[config.mk]
export PLATFORM = sky130hd
export DESIGN_NAME = mem_scan_reader
export DESIGN_NICKNAME = d
export VERILOG_FILES = /design/src/rtl/mem_scan_reader.sv
export SDC_FILE = /design/constraint.sdc
export NUM_CORES = 1
export LEC_CHECK = 0
export CAP_MARGIN = 0
export CORE_MARGIN = 3
export CORE_UTILIZATION = 54
export CTS_BUF_LIST = sky130_fd_sc_hd__clkbuf_4
export DETAILED_ROUTE_END_ITERATION = 7
export GPL_TIMING_DRIVEN = 1
export PLACE_DENSITY_LB_ADDON = 0.3
export SLEW_MARGIN = 20
export SYNTH_ARGS = -nofsm -noshare
export SYNTH_HDL_FRONTEND = slang
export SYNTH_SLANG_ARGS = --single-unit
[constraint.sdc]
create_clock -name clk -period 2.7 [get_ports clk]
set_input_delay 0.27 -clock clk [delete_from_list [all_inputs] [get_ports clk]]
set_output_delay 0.27 -clock clk [all_outputs]
set_load 0.005 [all_outputs]
[src/rtl/mem_scan_reader.sv]
// mem_scan_reader
//   Read-back engine for the datapath dual-port memory. On start it reads
//   every address from 0 to 2^ADDR_W-1, one read at a time. Each word is
//   offered on a valid/ready stream. Each word is also checked against the
//   data == address invariant, because the write side stores every result s
//   at address s. Mismatches are counted, and the first failing address is
//   latched.
//
// Ports
//   clk            memory clock (40 MHz domain)
//   rst            synchronous reset, active low
//   start          begin a sweep (only honoured in IDLE)
//   busy           sweep in progress (READ/WAIT/PRESENT)
//   done           one-cycle pulse after the last word transfers
//   rden           memory read enable
//   rdaddress      memory read address
//   q              memory read data, valid READ_LAT cycles after rden
//   out_data       captured word
//   out_addr       address of out_data
//   out_valid      stream valid
//   out_ready      stream ready
//   err_count      mismatching words in the current/last sweep
//   first_err_addr address of the first mismatch
//   err_flag       err_count != 0
module mem_scan_reader #(
  parameter int ADDR_W   = 8,
  parameter int DATA_W   = 8,
  parameter int READ_LAT = 1
) (
  input  logic              clk,
  input  logic              rst,
  input  logic              start,
  output logic              busy,
  output logic              done,
  output logic              rden,
  output logic [ADDR_W-1:0] rdaddress,
  input  logic [DATA_W-1:0] q,
  output logic [DATA_W-1:0] out_data,
  output logic [ADDR_W-1:0] out_addr,
  output logic              out_valid,
  input  logic              out_ready,
  output logic [ADDR_W:0]   err_count,
  output logic [ADDR_W-1:0] first_err_addr,
  output logic              err_flag
);

  localparam int CMP_W = (ADDR_W < DATA_W) ? ADDR_W : DATA_W;
  localparam logic [ADDR_W-1:0] TOP_ADDR = '1;

  typedef enum logic [2:0] {IDLE, READ, WAIT, PRESENT, DONE} state_t;

  state_t            state, state_nxt;
  logic [ADDR_W-1:0] addr_cnt;
  // vld_pipe[0] marks the READ cycle, vld_pipe[k] the k-th WAIT cycle, so
  // vld_pipe[READ_LAT] flags the cycle whose closing edge samples q.
  logic [READ_LAT:0] vld_pipe;
  logic              last_wait;
  logic              xfer;
  logic              mismatch;

  assign last_wait = (state == WAIT) && vld_pipe[READ_LAT];
  assign xfer      = (state == PRESENT) && out_ready;
  assign mismatch  = q[CMP_W-1:0] != addr_cnt[CMP_W-1:0];

  always_ff @(posedge clk) begin
    if (!rst) state <= IDLE;
    else      state <= state_nxt;
  end

  always_comb begin
    state_nxt = state;
    unique case (state)
      IDLE:    if (start) state_nxt = READ;
      READ:    state_nxt = WAIT;
      WAIT:    if (vld_pipe[READ_LAT]) state_nxt = PRESENT;
      PRESENT: if (out_ready) state_nxt = (addr_cnt == TOP_ADDR) ? DONE : READ;
      DONE:    state_nxt = IDLE;
      default: state_nxt = IDLE;
    endcase
  end

  always_ff @(posedge clk) begin
    if (!rst) begin
      vld_pipe       <= '0;
      addr_cnt       <= '0;
      out_data       <= '0;
      out_addr       <= '0;
      err_count      <= '0;
      first_err_addr <= '0;
    end else begin
      vld_pipe <= {vld_pipe[READ_LAT-1:0], state_nxt == READ};
      if (state == IDLE && start) begin
        addr_cnt       <= '0;
        err_count      <= '0;
        first_err_addr <= '0;
      end
      if (last_wait) begin
        out_data <= q;
        out_addr <= addr_cnt;
        if (mismatch) begin
          err_count <= err_count + (ADDR_W+1)'(1);
          if (err_count == '0) first_err_addr <= addr_cnt;
        end
      end
      // Termination is decided before increment, so the counter never wraps.
      if (xfer && addr_cnt != TOP_ADDR) addr_cnt <= addr_cnt + ADDR_W'(1);
    end
  end

  assign rden      = (state == READ);
  assign rdaddress = addr_cnt;
  assign busy      = (state == READ) || (state == WAIT) || (state == PRESENT);
  assign done      = (state == DONE);
  assign out_valid = (state == PRESENT);
  assign err_flag  = (err_count != '0);

endmodule

Word-level counts from Yosys, hierarchy flattened --
Index checks and enable logic that the tools add are counted.
Word-level totals: word-level logic and storage cells 41, flip-flop bits (word level) 46, bits of input ports 12
Cells by class: eq/ne operators 8, add/sub/neg operators 2, reductions and logical operators 10, muxes and demuxes 14
Operator list (count):
- two-way mux 8 bit | 6
- two-way mux 9 bit | 3
- two-way mux 3 bit | 4
- case mux 3 bit (4 select lines) | 1
- adder 9 x 1 -> 9 bit (second input constant) | 1
- logical NOT 9 bit | 1
- nonzero test 9 bit | 1
- adder 8 x 1 -> 8 bit (second input constant) | 1
- equality test 8 bit (second input constant) | 1
- != test 8 bit | 1
- != test 8 bit (second input constant) | 1
- equality test 3 x 1 -> 1 bit (second input constant) | 2
- equality test 3 x 2 -> 1 bit (second input constant) | 2
- logical AND 1 bit | 4
- equality test 3 bit (second input constant) | 1
- logical NOT 3 bit | 1
- logical OR 1 bit | 2
- nonzero test 2 bit | 1

Longest topological paths before layout --
word-level depth 6, mapped depth 7

Worst setup path before layout --
No wires, ideal clock.
path type flip-flop to flip-flop, start point register addr_cnt[0], in the netlist rdaddress[0], end point register addr_cnt[5], in the netlist rdaddress[5], cell stages (with the launch flop) 6, arrival time 1498 ps, setup slack 1080 ps, clock period less this slack 1620 ps, cell sequence dfxtp_1 ha_1 nand4_1 o21ai_2 and4b_1 a311o_1
On the way: cells in the longest elaborated chain, start to end 3, elaborated cells between the ends (all ways) 5
RTL lines:
- start: declaration | line 53 | logic [ADDR_W-1:0] addr_cnt;
- start signal: assignment | line 106 | if (xfer && addr_cnt != TOP_ADDR) addr_cnt <= addr_cnt + ADDR_W'(1);
- branches (longest 3 deep; another with adder 8 x 1 -> 8 bit)
Parallel ways; which one is timed is not known. A chain may end at the register's enable or synchronous reset.

Final worst setup path --
start point register addr_cnt[0], in the netlist rdaddress[0], end point register addr_cnt[7], in the netlist rdaddress[7]
The elaborated chain is that of the path after synthesis.

==> reports/qor.txt <==
vias - 2101
H-tree levels - 2
Finished Cell Area - 2890 um^2
leakage power total - 0.000985 uW
hold path cells - 1
met1 wire length - 2.50 mm
Setup crit start kind - register
CTS Hold Bufs - 0
DRC Markers - 0
simple-gate share of the synthesized area - 30.6%
YS warnings - 0
status - complete, no violations
Global Route Usage Sum - 23.2%
crit-path max FO - 9
Least-Margin Pin Slew - 557 ps
hold wc startpoint - vld_pipe[0]
core footprint - 3830 um^2
Yosys reg bits - 46
Post-synth EDFFs - 0
largest net degree at the start of global routing - 23
cells on worst reg2reg path - 6
placed inst area - 2830 um^2
PwrDens - 388 nW/um^2
buffers added on ports - 57
Syn Nets - 290
Final setup viols - 0
critical path arrival - 2320 ps
R2R Setup Slk - 680 ps
Slew Limit Fails - 0
Die Area - 4980 um^2
initial antenna violation count - 0
drt initial violations - 104
CTS Root Cell - clkbuf_4
share of the yosys chip area belonging to registers - 40.9%
Avg Cell Area, Syn - 8.19 um^2
setup TNS - 0 ps
clk buf depth - 2
xor and xnor area share after synthesis - 3.50%
post-synthesis cell count - 275
Fin. Hold Viols - 0
drt wl/cell - 14.6 um
top cells by area, synth - dfxtp_1 (41%), nand2_1 (9.0%), nand3_1 (5.3%), mux2i_1 (3.6%), a21boi_0 (3.3%)
Final Skew - 19.2 ps
post-synthesis adder-cell area fraction - 1.67%
cell taking the most area after synthesis - dfxtp_1
relative slew slack - 62.9%
min-delay worst type - reg -> reg
clock latency on the worst-skew pair - 370 ps
Area growth, synth to finish - 28.3%
mux contribution to synthesized area - 3.56%
Chip Width - 70.6 um
largest family of logic cells by synthesized area - simple AND/OR/NAND/NOR gates
CTS tree - done
gr ovfl total - 0
wire length on met2 - 2.56 mm
vias in the first global route - 2080
highest routed layer - met4
Final ANT Viol Nets - 0
IO Count - 58
Fillers - 308
vias per std cell - 5.62
Clock transition at path regs - 140 ps
share of flip-flops with an asynchronous set or reset - 0%
Cell variety after synth - 44
Synth top area share - 40.9%
number of post-CTS setup repair buffers - 0
Peak VDD IR - 340 uV
post-DP HPWL - 3.98 mm
CP Capture Type - register
Final nets - 340
Crit Path Category - reg -> reg
Max-cap violations - 0
Max Fclk - 496 MHz
DRT Pass-1 Iters - 4
Main synth FF type - dfxtp_1
Compound-Gate Fraction of Synth Area - 14.5%
CTS resizes - 0
layout cells sized above 1 - 7.67%
RSZ-0062 raised after global routing - no
Mapped Area - 2250 um^2
critical path required time - 3000 ps
worst reg2reg endpoint - rdaddress[7]
FP Rows - 22
starting density of the core - 58.8%
clk sinks - 46
GP Congestion - 0.770
final WL - 5.45 mm
Min Hold Slack - 451 ps
Period minus WS final - 2020 ps
r2r startpoint - rdaddress[0]
die span in y - 70.6 um
Hold Path End - vld_pipe[1]
global-route wire length before repair - 9.40 mm
Antenna diodes - 0
Met3 Routed Length - 302 um
Inserted Clock Buffers - 5
Tcrit/Tclk final - 74.7%
area by class of cell:
type | count | area, um^2 | share of cell area, %
clock buffers | 6 | 45.0 | 1.56
clock inverters | 2 | 13.8 | 0.476
inverters | 8 | 30.0 | 1.04
multi-input cells | 202 | 1210 | 41.9
flip-flops and latches | 46 | 921 | 31.9
well taps | 48 | 60.1 | 2.08
repair buffers | 62 | 608 | 21.0
worst max path at each step:
stage | start | end | slack (ps) | cells after the start
6_report | rdaddress[0] | rdaddress[7] | 680 | 6
5_1_grt | rdaddress[0] | rdaddress[7] | 580 | 6
4_1_cts | err_count[0] | err_flag | 680 | 4
3_5_place_dp | out_ready | rdaddress[5] | 620 | 5
3_3_place_gp | out_ready | rdaddress[5] | 690 | 5
2_1_floorplan | rdaddress[0] | rdaddress[5] | 1080 | 5
metrics by stage:
stage	util, %	setup WS, ps	total power (uW)	instances
final	75.5	683	1120	374
after global routing	75.5	575	1150	374
after CTS	75.5	682	1120	374
after detailed placement	74.0	622	798	366
after global placement	74.0	689	796	366
after floorplan	-	1080	754	275
logic make-up after synthesis:
kind of cell / Yosys count
compound gates: 51
xor+xnor: 9
fa+ha+maj: 3
buf+inv: 27
mux: 8
simple gates: 131
flops: 46
per-layer routing:
layer  vias up  GRT usage [%]
li1       1048              -
met2        62           37.7
met4         0           7.31
met5         -              0
met3         8           5.40
met1       983           30.6
placed cells by master (no fill, tap or decap), types with 5 or more instances in the layout:
master,count
clkdlybuf4s50_1,57
nand2_1,54
dfxtp_1,46
nand3_1,24
a21oi_1,15
nor2_1,12
a21boi_0,10
o21ai_0,9
inv_1,8
xor2_1,8
mux2i_1,8
nand3b_1,7
a31oi_1,7
nor2b_1,6
clkbuf_4,6
buf_4,5
flip-flops by register name, summed over array words and instances (netlist names):
| signal | cells |
|---|---|
| first_err_addr | 8 |
| rdaddress | 8 |
| state | 3 |
| out_addr | 8 |
| err_count | 9 |
| vld_pipe | 2 |
| out_data | 8 |
critical path: stages (launching register included):
cell and delay [ps]:
dfxtp_1 600, ha_1 260, nand4_1 160, o21ai_2 310
and2_1 280, o21ai_0 140, a21boi_0 200
synth_stat cells, types with 2 or more instances:
cell	count
mux2i_1	8
nor4_2	3
nand3b_1	7
and2_1	3
clkbuf_1	8
or3_1	2
nor2_1	12
dfxtp_1	46
xor2_1	8
o21ai_0	9
nand2_1	54
buf_4	2
a21boi_1	2
nand3_1	24
ha_1	3
a21boi_0	10
and3b_1	2
nor2b_1	6
and4b_1	2
nor3_1	3
and3_1	3
a31oi_1	7
a21oi_1	15
inv_1	8
nand4_1	2
buf_2	8
power by group:
| group | switching [uW] | internal (uW) |
|---|---|---|
| registers | 6.79 | 685 |
| logic | 49.6 | 42.4 |
| clock network | 225 | 113 |
Power figures use the tool's default switching activity.
